<file path="src/rtl/signed_divider.sv">
`default_nettype none
// ------------------------------------------------------------------
// signed_divider: multi-cycle restoring divider for two's-complement
// operands, quotient truncated toward zero.  Rev 1.0
// ------------------------------------------------------------------
module signed_divider #(
  parameter int N = 32
) (
  input  logic                clk,
  input  logic                rst_n,
  input  logic                start,
  input  logic signed [N-1:0] a,
  input  logic signed [N-1:0] b,
  output logic                busy,
  output logic                done,
  output logic signed [N-1:0] quotient,
  output logic signed [N-1:0] remainder,
  output logic                div_by_zero
);

  localparam int CW = $clog2(N + 1);

  typedef enum logic [1:0] {
    IDLE = 2'd0,
    RUN  = 2'd1,
    DONE = 2'd2
  } state_t;

  state_t         state_q, state_d;
  logic [CW-1:0]  cnt_q, cnt_d;
  logic [N-1:0]   dvd_q, dvd_d;
  logic [N-1:0]   rem_q, rem_d;
  logic [N-1:0]   bmag_q, bmag_d;
  logic           qneg_q, qneg_d;
  logic           rneg_q, rneg_d;
  logic [N-1:0]   quot_q, quot_d;
  logic [N-1:0]   remo_q, remo_d;
  logic           dbz_q, dbz_d;

  logic [N-1:0]   w_amag;
  logic [N-1:0]   w_bmag;
  logic [N:0]     w_shifted;
  logic [N:0]     w_diff;
  logic           w_qbit;
  logic [N-1:0]   w_step_rem;
  logic [N-1:0]   w_step_quo;

  assign w_amag = a[N-1] ? ('0 - a) : a;
  assign w_bmag = b[N-1] ? ('0 - b) : b;

  // Quotient bits shift into the dividend register as its MSBs are consumed.
  assign w_shifted  = {rem_q, dvd_q[N-1]};
  assign w_diff     = w_shifted - {1'b0, bmag_q};
  assign w_qbit     = ~w_diff[N];
  assign w_step_rem = w_qbit ? w_diff[N-1:0] : w_shifted[N-1:0];
  assign w_step_quo = {dvd_q[N-2:0], w_qbit};

  always_comb begin
    state_d = state_q;
    cnt_d   = cnt_q;
    dvd_d   = dvd_q;
    rem_d   = rem_q;
    bmag_d  = bmag_q;
    qneg_d  = qneg_q;
    rneg_d  = rneg_q;
    quot_d  = quot_q;
    remo_d  = remo_q;
    dbz_d   = dbz_q;

    case (state_q)
      IDLE, DONE: begin
        state_d = IDLE;
        if (start) begin
          dvd_d  = w_amag;
          rem_d  = '0;
          bmag_d = w_bmag;
          qneg_d = a[N-1] ^ b[N-1];
          rneg_d = a[N-1];
          if (b == '0) begin
            state_d = DONE;
            cnt_d   = '0;
            quot_d  = '1;
            remo_d  = a;
            dbz_d   = 1'b1;
          end else begin
            state_d = RUN;
            cnt_d   = CW'(N);
          end
        end
      end
      RUN: begin
        rem_d = w_step_rem;
        dvd_d = w_step_quo;
        cnt_d = cnt_q - CW'(1);
        if (cnt_q == CW'(1)) begin
          state_d = DONE;
          quot_d  = qneg_q ? ('0 - w_step_quo) : w_step_quo;
          remo_d  = rneg_q ? ('0 - w_step_rem) : w_step_rem;
          dbz_d   = 1'b0;
        end
      end
      default: state_d = IDLE;
    endcase
  end

  always_ff @(posedge clk or negedge rst_n) begin
    if (!rst_n) begin
      state_q <= IDLE;
      cnt_q   <= '0;
      dvd_q   <= '0;
      rem_q   <= '0;
      bmag_q  <= '0;
      qneg_q  <= 1'b0;
      rneg_q  <= 1'b0;
      quot_q  <= '0;
      remo_q  <= '0;
      dbz_q   <= 1'b0;
    end else begin
      state_q <= state_d;
      cnt_q   <= cnt_d;
      dvd_q   <= dvd_d;
      rem_q   <= rem_d;
      bmag_q  <= bmag_d;
      qneg_q  <= qneg_d;
      rneg_q  <= rneg_d;
      quot_q  <= quot_d;
      remo_q  <= remo_d;
      dbz_q   <= dbz_d;
    end
  end

  assign busy        = (state_q == RUN);
  assign done        = (state_q == DONE);
  assign quotient    = quot_q;
  assign remainder   = remo_q;
  assign div_by_zero = dbz_q;

endmodule
`default_nettype wire

</file>
<file path="config.mk">
export PLATFORM = sky130hd
export DESIGN_NAME = signed_divider
export DESIGN_NICKNAME = d
export VERILOG_FILES = /design/src/rtl/signed_divider.sv
export SDC_FILE = /design/constraint.sdc
export NUM_CORES = 1
export LEC_CHECK = 0
export CORE_MARGIN = 2
export CORE_UTILIZATION = 40
export CTS_BUF_LIST = sky130_fd_sc_hd__clkbuf_8
export CTS_CLUSTER_DIAMETER = 100
export DETAILED_ROUTE_END_ITERATION = 10
export HOLD_SLACK_MARGIN = 0.06
export PLACE_DENSITY_LB_ADDON = 0.15
export SKIP_CTS_REPAIR_TIMING = 1
export SLEW_MARGIN = 10
export SYNTH_ARGS = -nofsm -noshare
export SYNTH_HDL_FRONTEND = slang
export SYNTH_SLANG_ARGS = --single-unit
</file>
<file path="constraint.sdc">
create_clock -name clk -period 5.5 [get_ports clk]
set_clock_uncertainty 0.05 [all_clocks]
set_input_delay 1.1 -clock clk [delete_from_list [all_inputs] [get_ports clk]]
set_output_delay 1.1 -clock clk [all_outputs]
set_load 0.1 [all_outputs]
</file>
# Word-level counts from Yosys, hierarchy flattened
# Index checks and enable logic that the tools add are counted.
[totals] inputBits=67 output_inout_bits=67 mem_bits_ro=0 memories=0 word_cells=59 mem_bits_rw=0 latch_bits=0 reg_bits=171
[op_classes] reduce_logical=7 bitwise=2 order_cmp=0 mux=28 add_sub_neg=6 n_div=0 n_eq_ne=6 mul=0 shift=0
[ops] operator="$mux 32" count=13
[ops] operator="$pmux 32 s2" count=4
[ops] operator="$sub 1x32->32 const A" count=4
[ops] operator="$sub 33x32->33" count=1
[ops] operator="$logic_not 32->1" count=1
[ops] operator="$mux 6" count=2
[ops] operator="$pmux 6 s2" count=1
[ops] operator="$eq 6x1->1 const B" count=1
[ops] operator="$mux 2" count=3
[ops] operator="$sub 6x1->6 const B" count=1
[ops] operator="$ne 2x2->1 const B" count=2
[ops] operator="$pmux 2 s2" count=1
[ops] operator="$reduce_and 2->1" count=2
[ops] operator="$reduce_and 4->1" count=1
[ops] operator="$mux 1" count=3
[ops] operator="$eq 2x1->1 const B" count=1
[ops] operator="$eq 2x2->1 const B" count=1
[ops] operator="$logic_not 2->1" count=1
[ops] operator="$ne 2x1->1 const B" count=1
[ops] operator="$pmux 1 s2" count=1
[ops] operator="$reduce_bool 2->1" count=1
[ops] operator="$reduce_or 2->1" count=1
[ops] operator="$not 1->1" count=1
[ops] operator="$xor 1x1->1" count=1

# Depth between registers and ports, before layout
[depth] word_depth=6 mapped_depth=23 depth_no_buf=22

# Worst setup path before layout
# OpenSTA, ideal clock, no wires.
[synth_path] path_type="reg2reg" startpoint="register dvd_q[31]" endpoint="register remo_q[24] (netlist: remainder[24])" setup_time_ns=0.137 path_stages_with_launch=24 n_path_buf=1 slack_ns=0.531 synth_period_minus_slack_ns=4.969 required_time_ns=5.313 t_arrival_ns=4.782 path_cell_list="dfrtp_1 > inv_1 > ha_1 > fa_1 > nand2b_1 > a211oi_4 > o211ai_4 > a211oi_4 > o21a_2 > nor2_4 > inv_2 > buf_1 > nor2_1 > a21oi_1 > ha_1 > nand2_1 > or3_1 > nor2_1 > nand4_1 > a2bb2o_2 > or3b_4 > o21ai_0 > xor2_1 > a21oi_1"
[synth_via] elab_chain_cells=6
[synth_lines] element="from (decl)" line="31" source="logic [N-1:0] dvd_q, dvd_d;"
[synth_lines] element="from (signal assigned)" line="121" source="dvd_q <= dvd_d;"
[synth_lines] element="$sub 33x32->33" line="53" source="assign w_diff = w_shifted - {1'b0, bmag_q};"
[synth_lines] element="$mux 32 (*)" line="55" source="assign w_step_rem = w_qbit ? w_diff[N-1:0] : w_shifted[N-1:0];"
[synth_lines] element="$sub 1x32->32" line="98" source="remo_d = rneg_q ? ('0 - w_step_rem) : w_step_rem;"
[synth_lines] element="$mux 32 (*)" line="98"
[synth_lines] element="$mux 32 (*)" line="95" source="if (cnt_q == CW'(1)) begin"
[synth_lines] element="$pmux 32 s2 (*)" line="70" source="case (state_q)"
[synth_lines] element="to (signal assigned)" line="127" source="remo_q <= remo_d;"
[synth_lines] element="to (decl)" line="37" source="logic [N-1:0] remo_q, remo_d;"
# Mark *: on every way between the ends. The rest lies on a longest branch, timed or not. The select of a mux whose other input is x is not followed.
# A chain may end at the register's enable or synchronous reset.

# Worst setup path after layout
# Ends and elaborated chain as after synthesis.

==> impl_metrics.ini <==
[worst_setup_path]
cp_num_buf_inv = 2
cp_slowest_cell = or3b_4
cp-start-kind = flop
critPathMaxStageDelay_ps = 430
crit_fanout = 7
critPathRequiredTime_ps = 5750
cpLargestDelayFamily = compound AO/OA/AOI/OAI gates
critical_path_arrival_ps = 5410
path_cells = inv_1 -> ha_1 -> fa_1 -> nand2b_1 -> a211oi_4 -> o211ai_4 -> a211oi_4 -> o21a_2 -> nor2_4 -> inv_2 -> nor2_1 -> a21oi_1 -> ha_1 -> nand2_1 -> or3_1 -> nor3_1 -> o21ai_0 -> a2bb2o_2 -> or3b_4 -> o21ai_0 -> xor2_1 -> a21oi_1
crit_path_end_kind = flop
crit_type = reg -> reg
reg2reg_setup_slack_ps = 340

[sta]
fmax_ghz = 0.194
min_period_ps = 5160
rsz0062_at_grt = no
finalSetupTns_ps = 0
slew_viol_final = 0
hold_viol_final = 0
fin_crit_sh_pct = 93.7
final-setup-viol-count = 0
worstMarginPinSlew_ps = 1170
slew_headroom_pct = 21.8

[floorplanning]
die_w_um = 178
die_h_um = 178
core_area_um2 = 29800
start_util_pct = 40.8
dieArea_um2 = 31800
std_cell_rows = 63
io_pins = 134

[finish]
areaGrowthSynthToFinish_pct = 16.2
layout.nets = 1612
drive_above_1_share_pct = 7.71
n_antenna_cell = 0
nFillCells = 2924
multi_input_comb_area_um2 = 7270
regArea_um2 = 4280

[yosys]
synth.most_common_cell = o21ai_0
synthCells = 1412
synth_area_um2 = 12200
syn_area_per_cell_um2 = 8.61
seq_area_frac_synth_pct = 35.2
synth_ff_type = dfrtp_1
async_flop_share_pct = 100
synth_edf_count = 0
synth_fp_nets = 1518
synth-seq-cells = 171
yosysWarnings = 0
ys_top_cells_by_count = o21ai_0 (180), dfrtp_1 (171), nand2_1 (146)
yosysUniqueCellTypes = 101
synth.top_cell.area_share_pct = 35.2
synth_area_leaders = dfrtp_1 (35%), o21ai_0 (7.4%), xor2_1 (7.1%)
yosysTopAreaCell = dfrtp_1

[placement]
place.gp.congestion = 0.879
hpwl_um = 25500
portBuffers = 133

[global_routing]
grt_pass1_wl_um = 55000
groute.layer.met3.usage_pct = 2.71
grt_start_max_net_pins = 91
overflow = 0
grt_use_total_pct = 21.9
grt_pass1_vias = 10200
grtUsageMet2_pct = 35.5
use_met1_pct = 31.0
top_usage_layer = met2
antenna_found_initial = 1

[outcome]
status = completed

[detailed_routing]
postRouteAntennaNets = 0
vias_per_cell = 5.52
drt_iter0_markers = 686
drcViolationCount = 0
dr.pass1.iters = 7
wl_um = 34100
vias = 10500
wl_per_cell_um = 17.9

[clock_tree]
numCtsBuffers = 17
clock_path_buffers = 2
cts_tree = done
clk_latency_ps = 470
cts_root_buffer = clkbuf_8
cts_sinks = 171
path_clk_slew_ps = 110
htree_levels = 4

[flow_run]
drv_cap = 0

[worst_hold_path]
holdCritPathClass = reg -> reg
## worst register-to-register path: cells and delay by family, from the launching register on
| family | cells | cell delay (ps) |
|---|---|---|
| compound gates | 9 | 2010 |
| flops | 1 | 370 |
| fa+ha+maj | 3 | 890 |
| xor+xnor | 1 | 160 |
| simple gates | 7 | 1340 |
| buf+inv | 2 | 150 |
## layer usage
layer | up-vias | part of all wire, %
met2 | 246 | 45
met1 | 4941 | 49
met4 | 2 | 1.7
met5 | - | 0.038
met3 | 29 | 3.9
li1 | 5322 | -
## final cells by class
class	count	share of cell area [%]
sequential	171	30.3
tap	390	3.46
inverter	55	1.46
timing repair buffer	154	10.6
clock buffer	17	1.66
clock inverter	14	1.11
multi-input combinational	1107	51.5
## stage by stage
| stage | utilization, % | instance area, um^2 | hold WS, ps | std cells | setup slack, ps |
|---|---|---|---|---|---|
| 2_1_floorplan | - | 12200 | 393 | 1412 | 531 |
| 3_3_place_gp | 46.1 | 13700 | 412 | 1877 | 527 |
| 3_5_place_dp | 46.1 | 13700 | 421 | 1877 | 391 |
| 4_1_cts | 47.4 | 14100 | 445 | 1908 | 382 |
| 5_1_grt | 47.4 | 14100 | 458 | 1908 | 12.5 |
| 6_report | 47.4 | 14100 | 440 | 1908 | 344 |
## logic make-up (layout without fill, tap and decap cells)
logic type | count (synthesis) | after routing | share of synthesized area [%]
muxes | 27 | 27 | 2.51
and+or+nand+nor | 413 | 413 | 17.2
DFF | 171 | 171 | 35.2
adders and majority gates | 39 | 39 | 4.08
xor gates and xnor gates | 136 | 136 | 9.80
buffers and inverters | 134 | 240 | 5.10
AOI/OAI and AO/OA | 492 | 492 | 26.1
## placed cells by master (no fill, tap or decap), drive strengths merged, types with 5 or more instances in the layout
cell,n
o21ai,192
dfrtp,171
nand2,146
clkdlybuf4s50,132
xor2,99
a21oi,97
nor2,88
inv,60
a22oi,41
ha,38
xnor2,37
nor3,33
o31ai,28
nand3,26
mux2i,25
or3,24
buf,22
o41ai,19
nand2b,19
o22ai,17
clkbuf,17
a31oi,16
or4,16
a21o,15
nand4,13
o211ai,9
and3,9
a211oi,9
nor4,8
clkinv,8
o31a,7
nor2b,6
o21a,6
and2,5
a2111oi,5
## worst paths after layout
kind	start	to	cells after the start
max	dvd_q[31]	remainder[24]	22
min	bmag_q[12]	bmag_q[12]	2
max reg2reg	dvd_q[31]	remainder[24]	22
min reg2reg	bmag_q[12]	bmag_q[12]	2
max in group asynchronous	rst_n	dvd_q[18]	2
min in group asynchronous	rst_n	quotient[3]	1
## registers in the layout (all words and copies together), names as in the netlist
name and cells:
bmag_q 32, cnt_q 6, div_by_zero 1, dvd_q 32, qneg_q 1, quotient 32, rem_q 32, remainder 32
rneg_q 1, state_q 2
Power is left out: the tool's default activity adds up to more than one toggle a clock period on the data nets, which glitch-free logic cannot reach.
